## config.mk

```make
export PLATFORM = sky130hd
export DESIGN_NAME = uart_bus_arbiter
export DESIGN_NICKNAME = d
export VERILOG_FILES = /design/src/rtl/uart_bus_arbiter.sv
export SDC_FILE = /design/constraint.sdc
export NUM_CORES = 1
export LEC_CHECK = 0
export ABC_AREA = 1
export BUFFER_PORTS_ARGS = -buffer_cell sky130_fd_sc_hd__buf_2
export CAP_MARGIN = 20
export CORE_UTILIZATION = 46
export DETAILED_ROUTE_END_ITERATION = 6
export MAX_ROUTING_LAYER = met4
export PLACE_DENSITY = 0.86
export SLEW_MARGIN = 30
export SYNTH_ARGS = -nofsm -noshare
export SYNTH_HDL_FRONTEND = slang
export SYNTH_SLANG_ARGS = --single-unit
```

## constraint.sdc

```tcl
create_clock -name clk -period 1.85 [get_ports clk]
set_input_delay 0.2775 -clock clk [delete_from_list [all_inputs] [get_ports clk]]
set_output_delay 0.2775 -clock clk [all_outputs]
set_load 0.05 [all_outputs]
```

## src/rtl/uart_bus_arbiter.sv

```systemverilog
// Round-robin arbiter with bounded lock. It shares the dual-UART register file port between two cores.
// Each granted access produces exactly one single-cycle we/re strobe, followed by one ack pulse.
module uart_bus_arbiter #(
  parameter int ADDR_W   = 6,
  parameter int DATA_W   = 32,
  parameter int MAX_LOCK = 16
) (
  input  logic              clk,
  input  logic              rst_n,
  input  logic              m0_req,
  input  logic              m0_wr,
  input  logic [ADDR_W-1:0] m0_addr,
  input  logic [DATA_W-1:0] m0_wdata,
  input  logic              m0_lock,
  output logic              m0_ack,
  output logic [DATA_W-1:0] m0_rdata,
  input  logic              m1_req,
  input  logic              m1_wr,
  input  logic [ADDR_W-1:0] m1_addr,
  input  logic [DATA_W-1:0] m1_wdata,
  input  logic              m1_lock,
  output logic              m1_ack,
  output logic [DATA_W-1:0] m1_rdata,
  output logic [ADDR_W-1:0] addr,
  output logic              we,
  output logic              re,
  output logic [DATA_W-1:0] write_data,
  input  logic [DATA_W-1:0] read_data
);

  typedef enum logic [1:0] {
    S_IDLE   = 2'd0,
    S_ACCESS = 2'd1,
    S_ACK    = 2'd2
  } state_t;

  localparam logic [7:0] LP_MAX_LOCK = 8'(MAX_LOCK);

  state_t              r_state;
  state_t              w_next;
  logic                r_last_grant;
  logic                r_wr;
  logic [7:0]          r_lock_cnt;
  logic [ADDR_W-1:0]   r_addr;
  logic [DATA_W-1:0]   r_wdata;
  logic [DATA_W-1:0]   r_m0_rdata;
  logic [DATA_W-1:0]   r_m1_rdata;

  logic                w_any_req;
  logic                w_grant_en;
  logic                w_last_req;
  logic                w_last_lock;
  logic                w_other_req;
  logic                w_lock_win;
  logic                w_winner;
  logic                w_win_lock;
  logic [7:0]          w_lock_cnt_nxt;
  logic                w_sel_wr;
  logic [ADDR_W-1:0]   w_sel_addr;
  logic [DATA_W-1:0]   w_sel_wdata;

  assign w_any_req  = m0_req | m1_req;
  assign w_grant_en = (r_state == S_IDLE) && w_any_req;

  // Winner selection: lock holder first (while under budget), then round-robin, then lone requester.
  always_comb begin
    w_last_req  = r_last_grant ? m1_req  : m0_req;
    w_last_lock = r_last_grant ? m1_lock : m0_lock;
    w_other_req = r_last_grant ? m0_req  : m1_req;
    w_lock_win  = w_last_req && w_last_lock && (r_lock_cnt < LP_MAX_LOCK);

    if (w_lock_win)
      w_winner = r_last_grant;
    else if (m0_req && m1_req)
      w_winner = ~r_last_grant;
    else
      w_winner = m1_req;

    w_win_lock = w_winner ? m1_lock : m0_lock;

    // The count only grows while the lock is actually holding off the other core.
    if ((w_winner != r_last_grant) || !w_win_lock)
      w_lock_cnt_nxt = '0;
    else if (w_other_req)
      w_lock_cnt_nxt = r_lock_cnt + 8'd1;
    else
      w_lock_cnt_nxt = r_lock_cnt;

    w_sel_wr    = w_winner ? m1_wr    : m0_wr;
    w_sel_addr  = w_winner ? m1_addr  : m0_addr;
    w_sel_wdata = w_winner ? m1_wdata : m0_wdata;
  end

  always_ff @(posedge clk or negedge rst_n) begin
    if (!rst_n)
      r_state <= S_IDLE;
    else
      r_state <= w_next;
  end

  always_comb begin
    w_next = r_state;
    case (r_state)
      S_IDLE:   w_next = w_any_req ? S_ACCESS : S_IDLE;
      S_ACCESS: w_next = S_ACK;
      S_ACK:    w_next = S_IDLE;
      default:  w_next = S_IDLE;
    endcase
  end

  // Strobes and acks are decoded from registered state only, so the outputs drop as soon as reset is asserted.
  always_comb begin
    we     = (r_state == S_ACCESS) &&  r_wr;
    re     = (r_state == S_ACCESS) && !r_wr;
    m0_ack = (r_state == S_ACK)    && !r_last_grant;
    m1_ack = (r_state == S_ACK)    &&  r_last_grant;
  end

  always_ff @(posedge clk or negedge rst_n) begin
    if (!rst_n) begin
      r_last_grant <= 1'b1;
      r_lock_cnt   <= '0;
      r_wr         <= 1'b0;
      r_addr       <= '0;
      r_wdata      <= '0;
    end else if (w_grant_en) begin
      r_last_grant <= w_winner;
      r_lock_cnt   <= w_lock_cnt_nxt;
      r_wr         <= w_sel_wr;
      r_addr       <= w_sel_addr;
      r_wdata      <= w_sel_wdata;
    end
  end

  // Read data is captured on the edge that ends ACCESS. The strobe is then gone, so no second read side effect occurs.
  always_ff @(posedge clk or negedge rst_n) begin
    if (!rst_n) begin
      r_m0_rdata <= '0;
      r_m1_rdata <= '0;
    end else if ((r_state == S_ACCESS) && !r_wr) begin
      if (r_last_grant)
        r_m1_rdata <= read_data;
      else
        r_m0_rdata <= read_data;
    end
  end

  assign addr       = r_addr;
  assign write_data = r_wdata;
  assign m0_rdata   = r_m0_rdata;
  assign m1_rdata   = r_m1_rdata;

endmodule

```

==> run_results.csv, run 1 <==
group,metric,value,unit
sta,fin_crit,1.797,ns
route,vias,4510,
finish,n_antenna_cell,0,
placement,dp_hpwl,8.736,mm
route,drt-initial-drc-count,195,
sta,fin_worst_skew,0.007407,ns
status,outcome,"complete, no violations",
sta,slew_headroom,60.61,%
route,viasPerCell,5.017,
logic_synthesis,dominantRegCellSynth,"dfrtp_1",
finish,stdcell_area,6658,um^2
placement,gp_routability_congestion,0.9103,
setup_path,worstPathMaxFanout,5,
setup_path,path_class,"flip-flop to output port",
logic_synthesis,yosysUniqueCellTypes,24,
finish,regArea,2856,um^2
setup_path,critPathLaunchType,"flip-flop",
finish,area_delta_synth_final,41.18,%
setup_path,rrSetupSlack,0.05,ns
sta,hold_violations,0,
logic_synthesis,seq_area_frac_synth,60.52,%
logic_synthesis,yosys.area.top_type,"dfrtp_1",
logic_synthesis,yosys_warnings,0,
sta,worstMarginPinSlew,0.5909,ns
sta,drv_slew,0,
clocking,clk_latency,0.50,ns
sta,rsz0062_at_grt,"true",
setup_path,cp.required,1.57,ns
global_routing,overflow,0,
logic_synthesis,synth_top_area_share,59.96,%
clocking,cts_tree,"done",
pwr,pwr-share-comb,52.3,%
hold_path,hold_depth,3,
clocking,root_buffer,"clkbuf_8",
pwr,netSwitchingPower,0.008014,W
hold_path,hp-class,"input port to flip-flop",
sta,fin_crit_sh,97.15,%
die,design.core.area,9864,um^2
finish,nets,873,
logic_synthesis,synth_seq_cells,114,
global_routing,grt_pass1_vias,4198,
route,ant_nets,0,
route,finalWirelength,12.74,mm
pwr,irDropWorstVdd,1.533,mV
logic_synthesis,async_reset_ff_share,100.0,%
finish,utilization,67.49,%
die,die-area,10660,um^2
logic_synthesis,postSynthAreaPerCell,8.881,um^2
die,dieWidth,103.3,um
clocking,cts_buffers,17,
clocking,ctsHtreeMaxLevel,4,
route,first_pass_iters,6,
global_routing,antenna_found_initial,0,
finish,fillers,723,
route,wl_per_cell,14.17,um
global_routing,grtUsageTotal,24.76,%
logic_synthesis,syn_inst,531,
pwr,clock_power_share,19.3,%
flow_run,drv_cap,0,
die,boundaryPins,222,
die,die_h,103.3,um
die,initial_core_util,47.81,%
logic_synthesis,synth-edff-count,0,
placement,dpl-instance-area,5982,um^2
pwr,p_leak,3.579,nW
clocking,clock-sinks,114,
logic_synthesis,ys_top_cells_by_area,"dfrtp_1, nand2_1, o21ai_0",
global_routing,grt_max_degree,115,
sta,finalSetupViolations,0,
pwr,p_per_area,2325,nW/um^2
pwr,swShare,51.78,%
route,remaining_drc_errors,0,
sta,max_freq,0.5564,GHz
finish,drive_above_1_share,35.77,%
clocking,cts_buffer_depth,2,
pwr,seq_power_share,28.4,%
setup_path,worstSetupEndpointType,"output port",
placement,port_buffers,221,
pwr,p_int,0.007464,W
setup_path,arrival,1.52,ns
die,rows,36,
setup_path,reg2regPathDepth,9,
logic_synthesis,netlist_area,4716,um^2
global_routing,grt_pass1_wl,19.38,mm
logic_synthesis,synthesis.nets,648,
finish,multiInputGateArea,1573,um^2
clocking,clk_pin_slew_worst_paths,0.05,ns
-- power groups by stage --
| stage | Sequential (W) | Clock [W] | Combinational, W |
|---|---|---|---|
| floorplan | 0.00822 | 0 | 0.00210 |
| CTS | 0.00439 | 0.00305 | 0.00803 |
| detailed placement | 0.00442 | 0 | 0.00796 |
| finish | 0.00440 | 0.00298 | 0.00809 |
| global placement | 0.00433 | 0 | 0.00778 |
| global route | 0.00456 | 0.00317 | 0.00862 |
-- cells by family after synthesis --
family	after synthesis	share of synthesized area, %
compound gates	107	12.47
flops	114	60.52
simple gates	227	19.08
xor+xnor	3	0.5573
fa+ha+maj	1	0.2653
buf+inv	79	7.111
-- stage by stage --
step             TNS, ns  std cells  worst slack [ns]  hold slack, ns  power (W)
3_3_place_gp           0        861            0.1833          0.4038    0.01211
4_1_cts                0        897           0.01839       0.0004931    0.01547
6_report               0        899           0.05274         0.02528    0.01548
5_1_grt          -0.3511        899          -0.05147        0.006062    0.01635
2_1_floorplan  -0.006385        531         -0.006385        -0.01809    0.01032
3_5_place_dp           0        861           0.04049          0.4109    0.01238
-- layout by cell type, fill, tap and decap left out --
cell,n
nor3_4,3
buf_6,1
nand4_1,5
o21ai_0,61
nand2_2,6
clkbuf_16,16
clkbuf_8,2
nand2_1,159
dfstp_2,1
bufinv_16,2
clkinv_4,1
a31oi_1,38
nor2_1,47
nand3_4,1
buf_4,6
nand3_1,4
clkbuf_1,1
a21oi_4,1
dlygate4sd3_1,7
dfrtp_1,111
o21ai_1,4
buf_12,6
xor2_1,3
buf_2,216
dfrtp_2,2
a21oi_1,2
nor3_1,2
inv_6,1
o22ai_1,1
clkinvlp_4,4
clkinv_2,3
inv_2,2
inv_1,46
ha_1,1
-- critical path, stage by stage (launching register included) --
cell and delay [ns]:
dfstp_2 0.41, buf_4 0.16, nor3_1 0.22, buf_4 0.24
-- state kept, by name (all words and copies together), names as in the netlist --
name	count
m1_rdata	32
r_lock_cnt	8
write_data	32
addr	6
r_state	2
r_wr	1
m0_rdata	32
r_last_grant	1
-- final timing paths --
check	from	end
max	r_last_grant$_DFFE_PN1P_	m0_ack
max reg2reg	r_last_grant$_DFFE_PN1P_	write_data[17]$_DFFE_PN0P_
max in group asynchronous	rst_n	r_state[0]$_DFF_PN0_
min	m1_wdata[6]	write_data[6]$_DFFE_PN0P_
min reg2reg	m0_rdata[16]$_DFFE_PN0P_	m0_rdata[16]$_DFFE_PN0P_
min in group asynchronous	rst_n	m0_rdata[14]$_DFFE_PN0P_
-- final cells by class --
cell class,instances,share of cell area (%)
inverters,49,2.838
clock inverters,10,1.710
repair buffers,236,19.94
flip-flops and latches,114,42.91
well taps,133,2.500
clock buffers,19,6.484
multi-input cells,338,23.62
-- synth_stat cells (2+ instances only) --
master / instances
nor3_2: 2
buf_6: 2
clkbuf_1: 17
nand3_1: 4
nor3_1: 3
o21ai_1: 4
buf_2: 10
o21ai_0: 61
a31oi_1: 38
nand4_1: 5
a21oi_1: 2
nand2_2: 3
nor2_1: 47
inv_1: 46
inv_2: 3
dfrtp_1: 113
xor2_1: 3
nand2_1: 162
-- layer usage --
layer,track usage [%],vias to the layer above,share of wire [%],routed length [um]
met5,-,-,0,0
met4,8.992,0,1.8,226
met3,7.796,24,8.1,1033
met2,42.67,246,51,6440
met1,26.92,2086,40,5040
li1,-,2154,-,-
-- timing repair --
item | in CTS | in global routing
gates resized for setup | 5 | 8
hold buffers | 7 | 0
pin swaps | 1 | 0
buffers inserted | 0 | 2
setup endpoints to repair | 4 | 40
hold endpoints to repair | 119 | 0
No activity file was read; power rests on OpenSTA's default activity.
==> run 2: changes to the inputs <==
CORE_UTILIZATION = 50   (was 46)
PLACE_DENSITY = 0.92   (was 0.86)
clock period = 2.1 ns   (was 1.85 ns; I/O delays follow)
==> run_results.csv, run 2 (same netlist as run 1, synthesis figures left out) <==
group,metric,value,unit
placement,place_ws,0.2903,ns
die,design.core.area,9196,um^2
route,viasPerCell,5.037,
route,drt-initial-drc-count,189,
global_routing,antenna_found_initial,0,
route,remaining_drc_errors,0,
setup_path,rrSetupSlack,0.26,ns
clocking,clock-sinks,114,
die,die_h,99.12,um
sta,max_freq,0.4983,GHz
finish,fin_cells,873,
global_routing,grt_pass1_vias,4278,
setup_path,path_class,"flip-flop to output port",
sta,fin_worst_skew,0.01187,ns
setup_path,reg2regPathDepth,7,
clocking,ctsHtreeMaxLevel,4,
hold_path,hp-class,"input port to flip-flop",
sta,finalSetupViolations,0,
finish,layout_common_cells,"buf_2, nand2_1, dfrtp_1",
placement,gp_routability_congestion,0.8568,
clocking,cts_setup_buffers,0,
clocking,cts_buffers,17,
die,boundaryPins,222,
die,initial_core_util,51.28,%
setup_path,critPathTopFamily,"flip-flops",
flow_run,drv_cap,0,
sta,rsz0062_at_grt,"false",
sta,slew_headroom,63.04,%
route,finalWirelength,12.18,mm
clocking,root_buffer,"clkbuf_8",
sta,worstMarginPinSlew,0.5544,ns
hold_path,hold_depth,3,
pwr,p_leak,3.576,nW
placement,port_buffers,221,
finish,multiInputGateArea,1538,um^2
global_routing,grtUsageTotal,26.12,%
sta,tns,0,ns
setup_path,slowest_stage,"dfstp_2",
die,dieWidth,99.12,um
hold_path,hold_start,"m1_wdata[15]",
sta,drv_slew,0,
hold_path,worstHoldEndpoint,"write_data[15]$_DFFE_PN0P_",
sta,fin_crit_sh,95.56,%
setup_path,critPathLaunchType,"flip-flop",
finish,nets,866,
clocking,cts_buffer_depth,2,
finish,fillers,642,
die,die-area,9824,um^2
finish,area_delta_synth_final,39.03,%
global_routing,grt_max_degree,88,
pwr,irDropWorstVdd,1.137,mV
route,vias,4397,
pwr,p_per_area,2103,nW/um^2
sta,fin_crit,2.007,ns
clocking,postCtsHoldBufs,1,
setup_path,worstPathMaxFanout,8,
global_routing,grt_pass1_wl,19.60,mm
setup_path,slowest_delay,0.62,ns
finish,n_antenna_cell,0,
global_routing,overflow,0,
setup_path,cp.required,1.78,ns
route,first_pass_iters,4,
placement,dp_hpwl,8.642,mm
status,outcome,"complete, no violations",
clocking,cts_resized,0,
setup_path,path_cells,"inv_2 -> nor3_1 -> buf_2",
finish,layout.cells.most_common,"buf_2",
route,ant_nets,0,
setup_path,r2r-end,"addr[1]$_DFFE_PN0P_",
setup_path,worstSetupEndpointType,"output port",
setup_path,r2r_start,"r_last_grant$_DFFE_PN1P_",
clocking,cts_tree,"done",
finish,drive_above_1_share,35.70,%
clocking,clk_pin_slew_worst_paths,0.06,ns
finish,regArea,2854,um^2
route,wl_per_cell,13.95,um
clocking,clk_latency,0.50,ns
placement,placed_cells,840,
setup_path,arrival,1.69,ns
sta,hold_violations,0,
setup_path,crit_buf_inv,2,
sta,setup_slack,0.09324,ns
die,rows,35,
run 2: worst max path at each step:
stage,from,slack [ns],end,cells after the start
2_1_floorplan,r_last_grant$_DFFE_PN1P_,0.05,m1_ack,3
3_3_place_gp,r_last_grant$_DFFE_PN1P_,0.41,r_wr$_DFFE_PN0P_,10
3_5_place_dp,r_last_grant$_DFFE_PN1P_,0.29,addr[1]$_DFFE_PN0P_,9
4_1_cts,r_last_grant$_DFFE_PN1P_,0.09,m1_ack,3
5_1_grt,r_last_grant$_DFFE_PN1P_,0.04,m1_ack,3
6_report,r_last_grant$_DFFE_PN1P_,0.09,m1_ack,3
run 2: cell type report:
cell class / count / share of cell area (%)
Clock inverter: 14 / 3.092
Clock buffer: 18 / 6.374
Sequential cell: 114 / 43.53
Multi-Input combinational cell: 338 / 23.45
Tap cell: 111 / 2.118
Timing Repair Buffer: 229 / 18.63
Inverter: 49 / 2.805
run 2: metal layers:
metal  global-route usage (%)  wire length (um)  vias to the layer above
li1                         -                 -                     2147
met1                    29.87              4927                     2026
met2                    44.27              6120                      198
met3                    6.184               843                       26
met4                    11.09               291                        0
met5                        -                 0                        -
run 2: metrics by stage:
step | hold slack [ns] | cell area, um^2 | util, % | power (W)
after floorplan | 0.01941 | 4716 | - | 0.009069
after global placement | 0.2277 | 5926 | 64.44 | 0.01060
after detailed placement | 0.2364 | 5926 | 64.44 | 0.01082
after CTS | 0.03826 | 6556 | 71.29 | 0.01386
after global routing | 0.05238 | 6556 | 71.29 | 0.01450
final | 0.06461 | 6556 | 71.29 | 0.01379
run 2: worst reg2reg max path, stage by stage, from the launching register on:
cell and delay (ns):
dfstp_2 0.62, nand2_2 0.09, nand2_1 0.09, nand3_1 0.12
nand3_2 0.13, buf_4 0.37, nand2_1 0.13, a31oi_1 0.20
run 2: where the power goes:
group	switching (W)	internal, W	total, W
clock	0.00103	0.00194	0.00297
sequential	0.000579	0.00326	0.00383
combinational	0.00544	0.00153	0.00698
